<file path="src/rtl/bpred_pkg.sv">
// Shared types and widths for the fetch-stage branch predictor.
// Counter encoding and the saturating counter step live here.
package bpred_pkg;

    localparam int PHT_IDX_W = 8;
    localparam int PHT_ENTRIES_DEF = 256;
    localparam int BTB_ENTRIES_DEF = 32;
    localparam int BTB_IDX_W = 5;
    localparam int BTB_TAG_W = 32 - 2 - BTB_IDX_W;
    localparam logic [31:0] RESET_PC_DEF = 32'h0000_0000;

    typedef enum logic [1:0] {
        SNT = 2'd0,
        WNT = 2'd1,
        WT  = 2'd2,
        ST  = 2'd3
    } ctr_t;

    localparam ctr_t PHT_RESET = WNT;

    function automatic ctr_t ctr_next(input ctr_t c, input logic taken);
        ctr_t n;
        n = c;
        case (c)
            SNT: n = taken ? WNT : SNT;
            WNT: n = taken ? WT  : SNT;
            WT:  n = taken ? ST  : WNT;
            ST:  n = taken ? ST  : WT;
            default: n = c;
        endcase
        return n;
    endfunction

endpackage

</file>
<file path="src/rtl/bpred_pht.sv">
// Pattern history table of 2-bit saturating counters.
// Combinational read; synchronous write; reads see pre-write value.
module bpred_pht
    import bpred_pkg::*;
#(
    parameter int ENTRIES = PHT_ENTRIES_DEF
) (
    input  logic                 clk,
    input  logic                 rst,
    input  logic [PHT_IDX_W-1:0] rd_idx,
    output ctr_t                 rd_ctr,
    input  logic                 wr_en,
    input  logic                 wr_taken,
    input  logic [PHT_IDX_W-1:0] wr_idx
);

    ctr_t ctr_q [ENTRIES];

    always_ff @(posedge clk) begin
        if (!rst) begin
            for (int i = 0; i < ENTRIES; i++) begin
                ctr_q[i] <= PHT_RESET;
            end
        end else if (wr_en) begin
            ctr_q[wr_idx] <= ctr_next(ctr_q[wr_idx], wr_taken);
        end
    end

    assign rd_ctr = ctr_q[rd_idx];

endmodule

</file>
<file path="src/rtl/fetch_bpred_stage.sv">
// Fetch stage: PC register, PHT + direct-mapped BTB prediction.
// Define GSHARE_EN to hash the PHT index with a global history register.
module fetch_bpred_stage
    import bpred_pkg::*;
#(
    parameter int          PHT_ENTRIES = PHT_ENTRIES_DEF,
    parameter int          BTB_ENTRIES = BTB_ENTRIES_DEF,
    parameter logic [31:0] RESET_PC    = RESET_PC_DEF
) (
    input  logic                 clk,
    input  logic                 rst,
    input  logic                 stall,
    input  logic                 redirect_valid,
    input  logic [31:0]          redirect_pc,
    input  logic                 ex_update_en,
    input  logic                 ex_actual_taken,
    input  logic [31:0]          ex_pc,
    input  logic [31:0]          ex_actual_target,
    input  logic [PHT_IDX_W-1:0] ex_pht_idx,
    output logic [31:0]          im_addr,
    output logic [31:0]          F_PC,
    output logic                 F_pred_taken,
    output logic [PHT_IDX_W-1:0] F_pht_idx,
    output logic                 F_btb_hit,
    output logic [31:0]          F_btb_target
);

    localparam int BTB_IW = $clog2(BTB_ENTRIES);
    localparam int BTB_TW = 30 - BTB_IW;

    logic [31:0]            pc_q;
    logic [31:0]            pc_d;
    logic [BTB_ENTRIES-1:0] btb_valid;
    logic [BTB_TW-1:0]      btb_tag [BTB_ENTRIES];
    logic [31:0]            btb_tgt [BTB_ENTRIES];
    logic [BTB_IW-1:0]      rd_bi;
    logic [BTB_IW-1:0]      wr_bi;
    logic                   btb_wr;
    logic [PHT_IDX_W-1:0]   pht_idx;
    ctr_t                   rd_ctr;
    logic                   unused_bits;

    assign unused_bits = ^ex_pc[1:0];

    assign rd_bi  = pc_q[2 +: BTB_IW];
    assign wr_bi  = ex_pc[2 +: BTB_IW];
    assign btb_wr = ex_update_en && ex_actual_taken;

`ifdef GSHARE_EN
    logic [PHT_IDX_W-1:0] ghr;

    // History advances in resolve order only; redirects never roll it back.
    always_ff @(posedge clk) begin
        if (!rst) begin
            ghr <= '0;
        end else if (ex_update_en) begin
            ghr <= {ghr[PHT_IDX_W-2:0], ex_actual_taken};
        end
    end

    assign pht_idx = pc_q[2 +: PHT_IDX_W] ^ ghr;
`else
    assign pht_idx = pc_q[2 +: PHT_IDX_W];
`endif

    bpred_pht #(
        .ENTRIES (PHT_ENTRIES)
    ) u_pht (
        .clk      (clk),
        .rst      (rst),
        .rd_idx   (pht_idx),
        .rd_ctr   (rd_ctr),
        .wr_en    (ex_update_en),
        .wr_taken (ex_actual_taken),
        .wr_idx   (ex_pht_idx)
    );

    always_ff @(posedge clk) begin
        if (!rst) begin
            btb_valid <= '0;
        end else if (btb_wr) begin
            btb_valid[wr_bi] <= 1'b1;
        end
    end

    // Payload needs no reset: it is qualified by the valid bit.
    always_ff @(posedge clk) begin
        if (rst && btb_wr) begin
            btb_tag[wr_bi] <= ex_pc[31 -: BTB_TW];
            btb_tgt[wr_bi] <= ex_actual_target;
        end
    end

    assign F_btb_hit    = btb_valid[rd_bi] &&
                          (btb_tag[rd_bi] == pc_q[31 -: BTB_TW]);
    assign F_btb_target = F_btb_hit ? btb_tgt[rd_bi] : 32'h0;
    assign F_pred_taken = F_btb_hit && (rd_ctr inside {WT, ST});
    assign F_pht_idx    = pht_idx;
    assign F_PC         = pc_q;
    assign im_addr      = pc_q;

    always_comb begin
        pc_d = pc_q + 32'd4;
        priority case (1'b1)
            redirect_valid: pc_d = redirect_pc;
            stall:          pc_d = pc_q;
            F_pred_taken:   pc_d = F_btb_target;
            default:        pc_d = pc_q + 32'd4;
        endcase
    end

    always_ff @(posedge clk) begin
        if (!rst) begin
            pc_q <= RESET_PC;
        end else begin
            pc_q <= pc_d;
        end
    end

endmodule
</file>
<file path="config.mk">
export PLATFORM = sky130hd
export DESIGN_NAME = fetch_bpred_stage
export DESIGN_NICKNAME = d
export VERILOG_FILES = /design/src/rtl/bpred_pkg.sv /design/src/rtl/bpred_pht.sv /design/src/rtl/fetch_bpred_stage.sv
export SDC_FILE = /design/constraint.sdc
export NUM_CORES = 2
export LEC_CHECK = 0
export CORE_MARGIN = 4
export CORE_UTILIZATION = 55
export CTS_BUF_LIST = sky130_fd_sc_hd__clkbuf_4
export CTS_CLUSTER_SIZE = 14
export DETAILED_ROUTE_END_ITERATION = 8
export PLACE_DENSITY = 0.72
export REMOVE_ABC_BUFFERS = 1
export SLEW_MARGIN = 15
export SYNTH_ARGS = -nofsm -noshare
export SYNTH_HDL_FRONTEND = slang
export SYNTH_SLANG_ARGS = --single-unit
</file>
<file path="constraint.sdc">
create_clock -name clk -period 6.5 [get_ports clk]
set_input_delay 1.95 -clock clk [delete_from_list [all_inputs] [get_ports clk]]
set_output_delay 1.95 -clock clk [all_outputs]
set_load 0.02 [all_outputs]
</file>
* After elaboration in Yosys (flattened, before gate mapping)
Memory sizes are Yosys's and may differ from the RTL's. A register that Yosys moved wholly into a read port is not among the register bits. Index checks and enable logic that the tools add are counted.
Storage, ports and cells: bits in registers 64, RAM bits 2336, input port bits 110, output and inout bits 106, word-level logic and storage cells 55, memories 3
Cells by class: add/subtract/negate cells 1, order comparisons 3, equal/unequal tests 7, multiplexer cells 30, bitwise logic cells 1, reductions and logical operators 8
Memory list:
- btb_tgt | words 32, width 32, read ports 1, clocked after memory_dff 1, wr ports 1, line fetch_bpred_stage.sv:35 | logic [31:0] btb_tgt [BTB_ENTRIES];
- btb_tag | words 32, width 25, read ports 1, clocked after memory_dff 1, wr ports 1, line fetch_bpred_stage.sv:34 | logic [BTB_TW-1:0] btb_tag [BTB_ENTRIES];
- u_pht.ctr_q | words 256, width 2, read ports 2, clocked after memory_dff 1, wr ports 256, line bpred_pht.sv:17 | ctr_t ctr_q [ENTRIES];
Operators with widths (number):
- $mux W32 | 4
- $add A32 B3 Y32 const B | 1
- $or A32 B32 Y32 | 1
- $eq A25 B25 Y1 | 1
- $mux W8 | 3
- $mux W5 | 4
- $lt A5 B6 Y1 const B | 2
- $mux W1 | 11
- $mux W2 | 5
- $eq A2 B2 Y1 const B | 4
- $pmux W2 S4 | 1
- $bmux W1 S5 | 1
- $demux W1 S5 | 1
- $ge A5 B1 Y1 const B | 1
- $logic_and A1 B1 Y1 | 5
- $eq A2 B1 Y1 const B | 1
- $logic_not A2 Y1 | 1
- $ne A2 B1 Y1 const B | 1
- $reduce_bool A2 Y1 | 1
- $reduce_or A2 Y1 | 1

* Longest topological paths before layout
depth in word-level cells 9, mapped depth 17, depth with buffers taken out 11

* By module
From an unflattened synthesis, not the netlist that was laid out.
Unflattened totals: cells, all modules 5611, area total of the unflattened synthesis 102797.3 um^2
Modules (own cells, without submodules):
- fetch_bpred_stage | instances 1, cells each 3361, area an instance 73817.0 um^2, sequential area each 56153.9 um^2
- bpred_pht | instances 1, cells each 2250, area an instance 28980.3 um^2, sequential area each 15374.7 um^2

* Least setup slack after synthesis
Ideal clock, no wire load.
path kind input -> register, start point input port rst, end point memory btb_tag[14][0] in the netlist's numbering (enable), library setup time 0.474 ns, data arrival time 5.374 ns, data required time 6.026 ns, path slack 0.652 ns, cell stages on the path 5, buffers on the path 2, cells stage by stage and2_1 > clkbuf_1 > clkbuf_1 > nand4b_1 > nor2_1
Between the ends: longest elaborated chain between the ends 3
Ends and longest elaborated chain:
- start, declared | line fetch_bpred_stage.sv:11 | input logic rst,
- $logic_and A1 B1 Y1 | line fetch_bpred_stage.sv:88 | if (rst && btb_wr) begin
- $mux W1 | line fetch_bpred_stage.sv:88
- $mux W1 (implied by the code) | line fetch_bpred_stage.sv:89 | btb_tag[wr_bi] <= ex_pc[31 -: BTB_TW];
- end, declared | line fetch_bpred_stage.sv:34
No other way between the ends.

==> impl_metrics.json <==
{
  "drt-pass1-iter-count": 6,
  "switching_share_pct": 24.15,
  "drcViolationCount": 0,
  "grt_pass1_vias": 61008,
  "drive_above_1_share_pct": 33.44,
  "maxCapViolCount": 0,
  "core.rowCount": 157,
  "crit_buf_inv": 6,
  "finalHoldViolCount": 0,
  "final_cell_mix": "edfxtp_1 (2,336), clkbuf_4 (872), mux4_2 (701)",
  "fin_crit_ns": 7.033,
  "cts_buffers": 619,
  "combPwrFrac_pct": 9.7,
  "ys_seq_elements": 2408,
  "dp_hpwl_um": 162300,
  "globalplace.congestion": 0.9380,
  "portBuffers": 213,
  "clock_latency_ns": 1.43,
  "syn_area_mm2": 0.1014,
  "viasPerCell": 6.648,
  "path_cells": "buf_12 -> buf_12 -> buf_12 -> mux4_2 -> mux4_2 -> xnor2_2 -> nor2_2 -> nor3b_4 -> buf_4 -> nand4_1 -> nor2_4 -> nand2_4 -> clkbuf_16 -> nor2_2 -> buf_6",
  "ys_async_sr_fraction_pct": 0,
  "slowest_stage": "mux4_2",
  "failed_checks": "setup timing",
  "p_clk_share_pct": 37.8,
  "crit_type": "flip-flop to output pin",
  "fin_crit_sh_pct": 108.2,
  "grt_pass1_wl_um": 415700,
  "placed_cell_area_mm2": 0.1077,
  "worst_ep_required_time_ns": 4.55,
  "start_util_pct": 55.36,
  "critPathMaxFanout": 8,
  "seqCellArea_mm2": 0.07161,
  "maxSlewViolCount": 0,
  "min_path_type": "flip-flop to flip-flop",
  "powerDensity_mw_per_mm2": 281.8,
  "synth_edf_count": 2336,
  "num_vias": 60864,
  "setup_viol": 60,
  "cp.arrival_ns": 5.08,
  "cpPeakStageDelay_ns": 0.54,
  "synth_warnings": 0,
  "synth_area_leaders": "edfxtp_1 (69%), mux4_2 (16%), mux2i_1 (1.7%)",
  "ios": 216,
  "multi_input_area_mm2": 0.02795,
  "gr-total-overflow": 0,
  "p_int_w": 0.02492,
  "tns_ns": -22.72,
  "rsz0062_at_grt": "true",
  "totalWireLength_um": 287600,
  "fp.dieW_um": 437.3,
  "setup.worst_path.start_class": "flip-flop",
  "synth.distinct_cells": 98,
  "syn_area_per_cell_um2": 18.33,
  "hold_depth": 1,
  "relSlewSlack_pct": 17.87,
  "cts_max_path_buffers": 4,
  "hold_end": "btb_valid[28]",
  "ant_nets": 0,
  "pwr-share-seq_pct": 52.5,
  "drt_iter0_drc": 8270,
  "crit_top_cell": "buf_12",
  "cts_sinks": 2408,
  "core-area_mm2": 0.1831,
  "final_nets": 6375,
  "dp_slack_ns": -0.2961,
  "yosys.area.top_type": "edfxtp_1",
  "finalClockSkew_ns": 0.1316,
  "synth_seq_area_share_pct": 70.63,
  "antenna_found_initial": 22,
  "final_area_mm2": 0.1166,
  "power.net_switching_w": 0.007935,
  "clk_pin_slew_ns": 0.07,
  "routedWlPerCell_um": 31.41,
  "synth_top_area_share_pct": 69.21,
  "dieArea_mm2": 0.1912,
  "leakage_nw": 36.47,
  "synth_cells": 5529,
  "tritoncts": "yes",
  "cts_root_buf": "clkbuf_4",
  "grt_max_degree": 172,
  "status": "finished with violations",
  "htree_levels": 6,
  "worstMarginPinSlew_ns": 1.227,
  "track_usage_pct": 30.03,
  "reg2reg_slack_ns": -0.39,
  "end_kind": "output pin",
  "synth_ff_type": "edfxtp_1",
  "hp-start": "btb_valid[28]",
  "ir_drop_mv": 0.2420,
  "fmax_mhz": 142.2,
  "area_growth_pct": 15.01,
  "fill_cells": 12633,
  "finalWorstSetupSlack_ns": -0.5326,
  "ff2ff_path_depth": 35,
  "critPathTopFamily": "simple AND/OR/NAND/NOR gates",
  "die_h_um": 437.3,
  "final_common_cell": "edfxtp_1"
}
-- through the flow --
| stage | total power, W | instances | util, % | hold slack [ns] |
|---|---|---|---|---|
| finish | 0.03285 | 9155 | 63.67 | 0.4476 |
| global route | 0.03414 | 9148 | 63.66 | 0.4632 |
| CTS | 0.03294 | 9110 | 63.30 | 0.4477 |
| detailed placement | 0.02055 | 8029 | 58.82 | 0.4339 |
| global placement | 0.02050 | 8029 | 58.82 | 0.4276 |
| floorplan | 0.01991 | 5027 | - | 0.4211 |
-- worst max-delay path by stage --
stage,start,to,slack (ns),cells past startpoint
final,flip-flop,F_btb_target[19],-0.53,15
after detailed placement,flip-flop,F_btb_target[5],-0.30,14
after CTS,flip-flop,F_btb_target[8],-0.57,14
after global placement,flip-flop,F_btb_target[31],-0.29,14
after floorplan,flip-flop,F_btb_target[0],-17.47,9
after global routing,flip-flop,F_btb_target[19],-0.69,14
-- metal layers --
layer / share of wire [%] / wire length, µm / GRT usage (%)
met1: 35 / 101600 / 39.81
met2: 48 / 137900 / 47.09
met3: 12 / 33700 / 7.889
met4: 5.0 / 14330 / 13.99
met5: 0.022 / 64 / 0
-- power by group through the flow --
stage / clock [W] / sequential [W] / combinational (W)
4_1_cts: 0.0126 / 0.0173 / 0.00308
3_5_place_dp: 0 / 0.0176 / 0.00295
3_3_place_gp: 0 / 0.0176 / 0.00291
5_1_grt: 0.0136 / 0.0173 / 0.00333
2_1_floorplan: 0 / 0.0178 / 0.00212
6_report: 0.0124 / 0.0173 / 0.00318
-- sequential cells by signal, indices dropped and copies added (netlist names), named ones only --
register     flops
u_pht.ctr_q    512
btb_tgt       1024
btb_valid       32
btb_tag        800
F_PC            32
-- area by class of cell --
cell class              instances  area share (%)
diodes                         20         0.04293
clock buffers                 872           5.616
clock inverters               156          0.7020
inverters                      19         0.06762
multi-input cells            2600           23.98
flip-flops and latches       2408           61.43
well taps                    2464           2.645
repair buffers                616           5.516
-- synthesized netlist by cell type (25+ instances only) --
master and n:
o21ai_0 260, clkbuf_1 254, a22oi_1 53, mux2i_1 168
buf_2 124, nand2_1 157, buf_4 68, a21oi_1 40
mux4_2 698, a21o_1 36, dfxtp_1 72, nor3_1 265
nand3_1 310, edfxtp_1 2336, nor2_1 179, buf_1 34
a31oi_1 25
-- cell families (layout without fill, tap and decap cells) --
| kind of cell | count (synthesis) | after routing | synth area share [%] |
|---|---|---|---|
| compound gates | 578 | 578 | 3.663 |
| flops | 2408 | 2408 | 70.63 |
| mux | 891 | 891 | 17.55 |
| other cells | 0 | 20 | 0 |
| fa+ha+maj | 3 | 3 | 0.03333 |
| buf+inv | 521 | 1663 | 2.504 |
| simple gates | 1110 | 1110 | 5.459 |
| xor+xnor | 18 | 18 | 0.1555 |
-- repair_timing --
item,in CTS,in global routing
hold buffers,0,0
pin swaps,23,23
buffers inserted,48,23
endpoints found under the hold margin,0,0
resized for setup,238,101
gates cloned,7,4
endpoints found under the setup margin,34,64
Power figures use the tool's default switching activity.
